`src/rtl/alu_muldiv.sv`:
```
// alu_muldiv: iterative RV32M multiply/divide unit for the execute stage.
// Takes one op over a valid/ready handshake, iterates one bit per cycle
// (shift-add multiply, restoring divide) and holds the result until the
// consumer takes it. Divide-by-zero, signed overflow and illegal funct7
// bypass the iteration and answer on the accept edge.
module alu_muldiv #(
    parameter int XLEN = 32
) (
    input  logic            clock,
    input  logic            reset,
    input  logic            flush,
    input  logic            in_valid,
    output logic            in_ready,
    input  logic [6:0]      funct7,
    input  logic [2:0]      funct3,
    input  logic [XLEN-1:0] source1,
    input  logic [XLEN-1:0] source2,
    output logic            out_valid,
    input  logic            out_ready,
    output logic [XLEN-1:0] result,
    output logic            illegal
);

    localparam int CNT_W = $clog2(XLEN) + 1;

    typedef enum logic [1:0] {
        ST_IDLE = 2'd0,
        ST_BUSY = 2'd1,
        ST_DONE = 2'd2
    } state_t;

    state_t              state_q;
    logic [2:0]          op_q;
    logic                neg_q;
    logic [XLEN-1:0]     b_q;
    logic [2*XLEN-1:0]   acc_q;
    logic [CNT_W-1:0]    cnt_q;
    logic [XLEN-1:0]     result_q;
    logic                out_valid_q;
    logic                illegal_q;

    // Operand decode at accept time
    logic                a_signed, b_signed, a_neg, b_neg;
    logic [XLEN-1:0]     a_mag, b_mag;
    logic                neg_d;
    logic                special_d, spec_ill_d;
    logic [XLEN-1:0]     spec_res_d;
    logic                div_zero, div_ovf;

    // Iteration datapath
    logic [XLEN:0]       mul_sum;
    logic [XLEN:0]       div_shift, div_diff;
    logic [2*XLEN-1:0]   acc_step_d;
    logic [2*XLEN-1:0]   prod_fin;
    logic [XLEN-1:0]     quo_fin, rem_fin, result_fin_d;

    assign in_ready  = (state_q == ST_IDLE);
    assign out_valid = out_valid_q;
    assign result    = result_q;
    assign illegal   = illegal_q;

    // Decode operand signedness, magnitudes, output sign and the early-out cases
    always_comb begin
        a_signed = 1'b0;
        b_signed = 1'b0;
        neg_d    = 1'b0;
        case (funct3)
            3'b001, 3'b100, 3'b110: begin
                a_signed = 1'b1;
                b_signed = 1'b1;
            end
            3'b010: begin
                a_signed = 1'b1;
            end
            default: begin
                a_signed = 1'b0;
                b_signed = 1'b0;
            end
        endcase
        a_neg = a_signed & source1[XLEN-1];
        b_neg = b_signed & source2[XLEN-1];
        a_mag = a_neg ? (~source1 + {{(XLEN-1){1'b0}}, 1'b1}) : source1;
        b_mag = b_neg ? (~source2 + {{(XLEN-1){1'b0}}, 1'b1}) : source2;
        // Quotient and high product follow both signs; remainder and MULHSU follow rs1 only
        case (funct3)
            3'b001, 3'b100: neg_d = a_neg ^ b_neg;
            3'b010, 3'b110: neg_d = a_neg;
            default:        neg_d = 1'b0;
        endcase
        div_zero = (source2 == {XLEN{1'b0}});
        div_ovf  = ((funct3 == 3'b100) || (funct3 == 3'b110)) &&
                   (source1 == {1'b1, {(XLEN-1){1'b0}}}) &&
                   (source2 == {XLEN{1'b1}});
        special_d  = 1'b1;
        spec_ill_d = 1'b0;
        spec_res_d = {XLEN{1'b0}};
        if (funct7 != 7'b000_0001) begin
            spec_ill_d = 1'b1;
        end else if (funct3[2] && div_zero) begin
            spec_res_d = funct3[1] ? source1 : {XLEN{1'b1}};
        end else if (div_ovf) begin
            spec_res_d = funct3[1] ? {XLEN{1'b0}} : source1;
        end else begin
            special_d = 1'b0;
        end
    end

    // One multiply or divide step on the shared accumulator, plus result fix-up
    always_comb begin
        mul_sum   = {1'b0, acc_q[2*XLEN-1:XLEN]} +
                    (acc_q[0] ? {1'b0, b_q} : {(XLEN+1){1'b0}});
        div_shift = acc_q[2*XLEN-1:XLEN-1];
        div_diff  = div_shift - {1'b0, b_q};
        if (op_q[2]) begin
            // Restoring divide: high half is the partial remainder, low half collects quotient bits
            acc_step_d = {(div_diff[XLEN] ? div_shift[XLEN-1:0] : div_diff[XLEN-1:0]),
                          acc_q[XLEN-2:0], ~div_diff[XLEN]};
        end else begin
            // Shift-add multiply: multiplier drains out of the low half as product bits shift in
            acc_step_d = {mul_sum, acc_q[XLEN-1:1]};
        end
        prod_fin = neg_q ? (~acc_step_d + {{(2*XLEN-1){1'b0}}, 1'b1}) : acc_step_d;
        quo_fin  = neg_q ? (~acc_step_d[XLEN-1:0] + {{(XLEN-1){1'b0}}, 1'b1})
                         : acc_step_d[XLEN-1:0];
        rem_fin  = neg_q ? (~acc_step_d[2*XLEN-1:XLEN] + {{(XLEN-1){1'b0}}, 1'b1})
                         : acc_step_d[2*XLEN-1:XLEN];
        case (op_q)
            3'b000:                 result_fin_d = prod_fin[XLEN-1:0];
            3'b001, 3'b010, 3'b011: result_fin_d = prod_fin[2*XLEN-1:XLEN];
            3'b100, 3'b101:         result_fin_d = quo_fin;
            3'b110, 3'b111:         result_fin_d = rem_fin;
            default:                result_fin_d = {XLEN{1'b0}};
        endcase
    end

    // Control FSM with registered result, valid and illegal flag
    always_ff @(posedge clock or posedge reset) begin
        if (reset) begin
            state_q     <= ST_IDLE;
            op_q        <= 3'b000;
            neg_q       <= 1'b0;
            b_q         <= {XLEN{1'b0}};
            acc_q       <= {(2*XLEN){1'b0}};
            cnt_q       <= {CNT_W{1'b0}};
            result_q    <= {XLEN{1'b0}};
            out_valid_q <= 1'b0;
            illegal_q   <= 1'b0;
        end else if (flush) begin
            state_q     <= ST_IDLE;
            out_valid_q <= 1'b0;
            illegal_q   <= 1'b0;
            cnt_q       <= {CNT_W{1'b0}};
        end else begin
            case (state_q)
                ST_IDLE: begin
                    if (in_valid) begin
                        op_q  <= funct3;
                        neg_q <= neg_d;
                        b_q   <= b_mag;
                        acc_q <= {{XLEN{1'b0}}, a_mag};
                        cnt_q <= {CNT_W{1'b0}};
                        if (special_d) begin
                            result_q    <= spec_res_d;
                            illegal_q   <= spec_ill_d;
                            out_valid_q <= 1'b1;
                            state_q     <= ST_DONE;
                        end else begin
                            state_q <= ST_BUSY;
                        end
                    end
                end
                ST_BUSY: begin
                    acc_q <= acc_step_d;
                    cnt_q <= cnt_q + {{(CNT_W-1){1'b0}}, 1'b1};
                    if (cnt_q == CNT_W'(XLEN-1)) begin
                        result_q    <= result_fin_d;
                        out_valid_q <= 1'b1;
                        state_q     <= ST_DONE;
                    end
                end
                ST_DONE: begin
                    if (out_ready) begin
                        out_valid_q <= 1'b0;
                        illegal_q   <= 1'b0;
                        state_q     <= ST_IDLE;
                    end
                end
                default: begin
                    state_q <= ST_IDLE;
                end
            endcase
        end
    end

endmodule

```
`config.mk`:
```
export PLATFORM = sky130hd
export DESIGN_NAME = alu_muldiv
export DESIGN_NICKNAME = d
export VERILOG_FILES = /design/src/rtl/alu_muldiv.sv
export SDC_FILE = /design/constraint.sdc
export NUM_CORES = 1
export LEC_CHECK = 0
export BUFFER_PORTS_ARGS = -buffer_cell sky130_fd_sc_hd__buf_4
export CAP_MARGIN = 0
export CORE_MARGIN = 2
export CORE_UTILIZATION = 45
export CTS_BUF_LIST = sky130_fd_sc_hd__clkbuf_4 sky130_fd_sc_hd__clkbuf_8 sky130_fd_sc_hd__clkbuf_16
export DETAILED_ROUTE_END_ITERATION = 7
export SYNTH_ARGS = -nofsm -noshare
export SYNTH_HDL_FRONTEND = slang
export SYNTH_SLANG_ARGS = --single-unit
export TNS_END_PERCENT = 5
```
`constraint.sdc`:
```
create_clock -name clock -period 6.5 [get_ports clock]
set_input_delay 0.325 -clock clock [delete_from_list [all_inputs] [get_ports clock]]
set_output_delay 0.325 -clock clock [all_outputs]
set_load 0.02 [all_outputs]
```
==> key figures, run 1 <==
Status
  • Outcome: complete, no violations

Critical path
  • Crit Path Max Fanout: 27
  • CP top delay family: compound AO/OA/AOI/OAI gates
  • WS Path Type: reg -> reg
  • CP required: 6.82 ns
  • Critical Path Max Stage Delay: 0.99 ns
  • Register-to-register setup slack: 0.41 ns
  • R2r startpoint: acc_q[0]
  • Critical Path Source Type: flip-flop
  • Worst setup path startpoint: acc_q[0]
  • Bufs and invs on worst path: 1
  • Kind of end point of the critical path: flip-flop
  • CP most frequent cell: xor2_1
  • CP max-delay cell: a2111oi_1
  • Crit path DAT: 6.40 ns
  • Worst-path cell chain: and2_1, ha_1, a21o_1, a221oi_1, o21ai_0, or2_1, xor2_1, a2111oi_1, nand2b_1, a211oi_2, buf_4, nand4_1, o41ai_2, xor2_1, a222oi_1, o21ai_1

Power
  • Leakage power: 7.59 nW
  • P per Cell Area: 264 nW/um2
  • Worst vdd ir: 221 uV

Timing
  • Final hold viol count: 0
  • Worst Tran Pin Value: 1.12 ns
  • F_max: 164 MHz
  • Period utilization: 93.6%
  • RSZ-0062 raised after global routing: no
  • Min Tclk post-route: 6.09 ns
  • Total negative slack: 0 ns
  • Final Max Tran Viols: 0
  • Normalized max-slew margin: 25.4%
  • Clk_skew: 0.0160 ns
  • Final setup fails: 0

Synth
  • EDFF count, synth: 0
  • Top cell type's share of synthesized area: 22.7%
  • Register area share after synthesis: 22.7%
  • Syn avg cell area: 7.38 um2
  • Main flop type after synthesis: dfrtp_1
  • Post-synthesis instance area: 15700 um2
  • Distinct cells, synth: 101
  • Cells after Synth: 2122
  • Post-synth ARST share: 100%
  • Area leader, netlist: dfrtp_1
  • Register bit total from synthesis: 142
  • Top cells by area, synth: dfrtp_1 23%, o21ai_0 6.7%, ha_1 5.8%
  • Mapped Nets: 2276
  • Synth warnings: 0

Floorplanning
  • Core ar.: 34500 um2
  • Die area: 36300 um2
  • Die height: 191 um
  • Starting density of the core: 45.5%
  • Die width: 191 um
  • Ports: 114
  • Rows: 68

Detailed routing
  • DR vias: 17000
  • Iter 0 DRT Violations: 1779
  • Antenna Violating Nets Remaining: 0
  • Initial DRT Pass Iterations: 6
  • Avg WL per Cell: 23.4 um
  • Drt total wl: 62400 um
  • Residual DRC count: 0
  • Vias per cell: 6.39

Cells and area
  • Filler cells: 3432
  • Share of cells above drive strength 1: 12.1%
  • Final layout net count: 2348
  • ANT cells: 0
  • Layout Cells excl Fill: 2662
  • Synth-to-layout area growth: 12.5%

Placed design
  • I/O Buffers: 113
  • HPWL after DPL: 48100 um
  • Placed cells: 2630
  • Gpl congestion: 0.988

GRT
  • M2 GR Usage: 53.0%
  • Initial antenna violation count: 0
  • GRT overflow: 0
  • GR Util met1: 48.0%
  • Largest net degree at the start of global routing: 94
  • Global routing's busiest layer: met2
  • Vias in the first global route: 15900
  • GRT Total Usage: 34.3%
  • GR Util met3: 8.67%
  • First-pass GRT wire length: 95000 um

Min path
  • Hold crit path type: in -> async

Clock network
  • Root buf cell: clkbuf_16
  • Clock Sinks: 142
  • Clk_lat worst skew: 0.46 ns
  • Num CTS Buffers: 17
  • Clock-pin slew on the worst setup and hold paths: 0.07 ns
  • H-Tree Depth: 4
  • Post-CTS setup buffers: 0
  • CTS tree: done
  • Clock Tree Buf Depth: 2

Flow run
  • Max-cap violations: 0
## area by class of cell
cell class              instances  area, um2  share of cell area, %
clock buffers                  17        425                   2.41
clock inverters                15        174                  0.987
inverters                      73        279                   1.58
multi-input cells            1792      11400                   64.4
flip-flops and latches        142       3560                   20.2
well taps                     455        569                   3.23
repair buffers                168       1260                   7.16
## flip-flops by register name, summed over array words and instances (netlist names)
signal,flops
op_q,3
neg_q,1
state_q,2
cnt_q,6
b_q,32
illegal,1
out_valid,1
acc_q,64
result,32
## Yosys cell counts (all sizes together), types with 8 or more instances
cell	number
inv	72
nand4	29
mux2i	47
nor2	228
a21o	23
nor3	64
xor2	70
buf	43
ha	73
a31oi	46
o31ai	26
clkbuf	72
and3	15
xnor2	77
nand2b	23
o22ai	17
or2	12
a22o	20
nor4	27
mux2	9
nand3	31
a211oi	25
o41ai	10
nor2b	12
nand2	242
a211o	8
o21a	21
o21ai	226
dfrtp	142
and2	44
o211ai	41
or3	20
a221oi	9
a21oi	172
or4	11
## power by group
group	leakage, nW	internal [mW]	switching, mW
Combinational	5.46	0.868	1.53
Clock	0.294	0.579	0.474
Sequential	1.84	1.01	0.188
## timing repair
item,CTS,global route
endpoints found under the setup margin,0,2
hold buffers,0,0
resized for setup,0,1
## layer usage
layer | vias up | part of all wire (%) | wire (um)
met5 | - | 0 | 0
met4 | 0 | 2.2 | 1340
met3 | 87 | 9.6 | 5970
met2 | 760 | 44 | 27600
met1 | 8207 | 44 | 27500
li1 | 7952 | - | -
## cell usage in the layout, fill, tap and decap left out, types with 43 or more instances in the layout
master / synthesis / layout
dfrtp_1: 142 / 140
and2_1: 44 / 44
buf_4: 5 / 168
inv_1: 72 / 70
mux2i_1: 47 / 47
xnor2_1: 77 / 77
ha_1: 73 / 73
a21oi_1: 171 / 171
a31oi_1: 43 / 43
nand2_1: 241 / 241
nor3_1: 63 / 63
xor2_1: 70 / 70
o21ai_0: 210 / 210
nor2_1: 225 / 223
## cells by family (layout without fill, tap and decap cells)
family / Yosys count / count (layout) / synth area share, %
AOI/OAI and AO/OA: 732 / 732 / 30.5
xor gates and xnor gates: 147 / 147 / 8.22
adders and majority gates: 75 / 75 / 6.08
buffers and inverters: 188 / 273 / 4.90
DFF: 142 / 142 / 22.7
muxes: 56 / 56 / 3.65
and+or+nand+nor: 782 / 782 / 24.0
## metrics by stage
stage	util (%)	setup slack [ns]	cell area, um2	total power, mW	hold slack, ns
after global routing	51.1	0.0980	17600	4.91	0.0951
final	51.1	0.413	17600	4.65	0.0271
after global placement	49.4	0.242	17000	3.53	0.471
after CTS	51.1	0.165	17600	4.61	0.0651
after floorplan	-	0.872	15700	2.75	0.388
after detailed placement	49.4	0.225	17000	3.54	0.477
## worst paths after layout
| check | to | cells past startpoint |
|---|---|---|
| worst max-delay path | result[31] | 16 |
| worst min-delay path | result[27] | 2 |
| max in group asynchronous | op_q[2] | 3 |
| worst max register to register | result[31] | 16 |
| worst min register to register | result[3] | 2 |
| min in group clock | illegal | 2 |
No activity file was read; power rests on OpenSTA's default activity.
==> run 2, diff against run 1 <==
--- a/config.mk
+++ b/config.mk
@@ -8,7 +8,7 @@
 export BUFFER_PORTS_ARGS = -buffer_cell sky130_fd_sc_hd__buf_4
 export CAP_MARGIN = 0
 export CORE_MARGIN = 2
-export CORE_UTILIZATION = 45
+export CORE_UTILIZATION = 25
 export CTS_BUF_LIST = sky130_fd_sc_hd__clkbuf_4 sky130_fd_sc_hd__clkbuf_8 sky130_fd_sc_hd__clkbuf_16
 export DETAILED_ROUTE_END_ITERATION = 7
 export SYNTH_ARGS = -nofsm -noshare
==> constraint.sdc (replaced) <==
create_clock -name clock -period 6.1 [get_ports clock]
set_input_delay 0.61 -clock clock [delete_from_list [all_inputs] [get_ports clock]]
set_output_delay 0.61 -clock clock [all_outputs]
set_load 0.02 [all_outputs]
==> run 2 against run 1 <==
  * The flow now finishes with violations (DRC)
  * First-iteration DRC count down 9.7%
  * Cell count is 15% higher
  * Maximum frequency increased by 6.0%
  * Worst setup slack worse by 0.055 ns
  * Critical path depth increased by 7
  * Global-route usage is 15 points lower
  * Via count down 1.5%
  * Sequential share of layout area down 0.65 points
  * Sequential power grew 5%
  * Clock-buffer cell count up 2
==> key figures, run 2 (synthesized netlist as in run 1, its figures left out) <==
Cells and area
  • Share of cells above drive strength 1: 12.6% (was 12.1%)
  • Final layout net count: 2360 (was 2348)
  • Layout Cells excl Fill: 3056 (was 2662)
  • Synth-to-layout area growth: 16.2% (was 12.5%)
  • Most frequent cells in the layout: 241 x nand2_1, 223 x nor2_1, 210 x o21ai_0 (unchanged)
  • Max reg flops: 64 (unchanged)
  • Leading cell type in the layout, fill and taps excluded: nand2_1 (unchanged)
  • Reg with most FFs: acc_q (unchanged)
  • ANT cells: 0 (unchanged)

Detailed routing
  • Avg WL per Cell: 20.8 um (was 23.4 um)
  • Vias per cell: 5.48 (was 6.39)
  • Initial DRT Pass Iterations: 8 (was 6)
  • Iter 0 DRT Violations: 1606 (was 1779)
  • DR vias: 16700 (was 17000)
  • Drt total wl: 63700 um (was 62400 um)
  • Antenna Violating Nets Remaining: 0 (unchanged)
  • Residual DRC count: 14 (was 0)

Power
  • P per Cell Area: 273 nW/um2 (was 264 nW/um2)
  • Leakage power: 7.65 nW (was 7.59 nW)
  • Worst vdd ir: 213 uV (was 221 uV)

Clock network
  • Clock-pin slew on the worst setup and hold paths: 0.07 ns (about the same)
  • H-Tree Depth: 4 (unchanged)
  • Clock Tree Buf Depth: 2 (unchanged)
  • Num CTS Buffers: 17 (unchanged)
  • CTS tree: done (unchanged)
  • Clock Sinks: 142 (unchanged)
  • Post-CTS Hold Buffers: 0 (unchanged)
  • Post-CTS setup buffers: 0 (unchanged)
  • Root buf cell: clkbuf_16 (unchanged)
  • Clk_lat worst skew: 0.52 ns (was 0.46 ns)

Status
  • Outcome: finished with violations (was complete, no violations)
  • Violated checks: DRC

Timing
  • Final setup fails: 0 (unchanged)
  • Final Max Tran Viols: 0 (unchanged)
  • Period utilization: 94.1% (was 93.6%)
  • Total negative slack: 0 ns (unchanged)
  • RSZ-0062 raised after global routing: no (unchanged)
  • Final hold viol count: 0 (unchanged)
  • F_max: 174 MHz (was 164 MHz)
  • Min Tclk post-route: 5.74 ns (was 6.09 ns)
  • Worst Tran Pin Value: 1.06 ns (was 1.12 ns)
  • Clk_skew: 0.0214 ns (was 0.0160 ns)
  • Normalized max-slew margin: 29.6% (was 25.4%)

Critical path
  • R2r endpoint: result[30] (was result[31])
  • CP required: 6.48 ns (was 6.82 ns)
  • Crit Path Max Fanout: 6 (was 27)
  • Critical Path Source Type: flip-flop (unchanged)
  • Worst Reg-to-Reg Cells: 23 (was 16)
  • Kind of end point of the critical path: flip-flop (unchanged)
  • Register-to-register setup slack: 0.36 ns (was 0.41 ns)
  • R2r startpoint: acc_q[31] (was acc_q[0])
  • Crit path DAT: 6.13 ns (was 6.40 ns)
  • WS Path Type: reg -> reg (unchanged)

Floorplanning
  • Die area: 64700 um2 (was 36300 um2)
  • Core ar.: 61800 um2 (was 34500 um2)
  • Die height: 254 um (was 191 um)
  • Rows: 91 (was 68)
  • Die width: 254 um (was 191 um)
  • Ports: 114 (unchanged)
  • Starting density of the core: 25.3% (was 45.5%)

Placed design
  • Gpl congestion: 0.962 (was 0.988)
  • I/O Buffers: 113 (unchanged)
  • Placed cells: 3024 (was 2630)
  • HPWL after DPL: 49700 um (was 48100 um)

GRT
  • GRT overflow: 0 (unchanged)
  • Initial antenna violation count: 0 (unchanged)
  • Largest net degree at the start of global routing: 94 (unchanged)
  • GRT Total Usage: 19.7% (was 34.3%)
  • First-pass GRT wire length: 97100 um (was 95000 um)
  • Vias in the first global route: 15700 (was 15900)

Flow run
  • Max-cap violations: 0 (unchanged)

Min path
  • Hold crit path type: in -> async (unchanged)
==> run 2: timing repair <==
item                                    in CTS  in global routing
endpoints found under the setup margin       0                  3
endpoints found under the hold margin        0                  0
gates resized for setup                      0                  2
==> run 2: power by group <==
group	leakage (nW)	total (mW)	internal [mW]	switching (mW)
Combinational	5.53	2.57	0.938	1.64
Clock	0.285	1.13	0.624	0.510
Sequential	1.84	1.26	1.08	0.183
Total	7.65	4.97	2.64	2.33
==> run 2: layout make-up <==
type / count / area [um2]
clock buffer: 19 / 447
clock inverter: 13 / 153
fill: 6694 / 43600
inverter: 73 / 279
multi-input combinational: 1792 / 11400
sequential: 142 / 3560
tap: 837 / 1050
timing repair buffer: 180 / 1350
==> run 2: per-stage QoR <==
stage	setup slack (ns)	instance area [um2]	hold slack (ns)	total power [mW]	util, %
6_report	0.359	18200	0.279	4.97	29.4
4_1_cts	0.379	18200	0.309	4.93	29.4
5_1_grt	0.0239	18200	0.320	5.27	29.4
3_3_place_gp	0.480	17600	0.465	3.80	28.5
3_5_place_dp	0.406	17600	0.473	3.79	28.5
2_1_floorplan	0.472	15700	0.445	2.93	-
==> run 2: worst max path at each step <==
stage	start	endpoint	depth (start not counted)
detailed placement	acc_q[31]	result[30]	23
global placement	acc_q[31]	result[30]	23
finish	acc_q[31]	result[30]	23
floorplan	acc_q[31]	result[30]	25
CTS	acc_q[31]	result[30]	23
global route	acc_q[31]	result[22]	24
==> run 2: metal layers <==
metal	global-route usage, %	wire length, um	vias to the layer above
met5	0	0	-
met4	7.06	2290	0
met3	3.88	4610	121
met2	30.9	28800	681
met1	26.7	28000	7987
li1	-	-	7960
==> run 2: critical path, stage by stage, from the launching register on <==
cell and delay, ns:
dfrtp_1 0.39, inv_1 0.06, ha_1 0.17, inv_1 0.07, fa_1 0.44, a211oi_2 0.23, o21ai_2 0.08, o311a_4 0.33
o211ai_4 0.26, nand3_4 0.10, nand2_1 0.20, nor2_1 0.10, a21oi_2 0.18, ha_1 0.24, nand4_1 0.11, or3_1 0.41
or4_1 0.57, or2_2 0.37, or3_1 0.37, o21ai_0 0.23, xnor2_1 0.15, o22ai_1 0.11, nor4b_2 0.32, a31oi_1 0.12
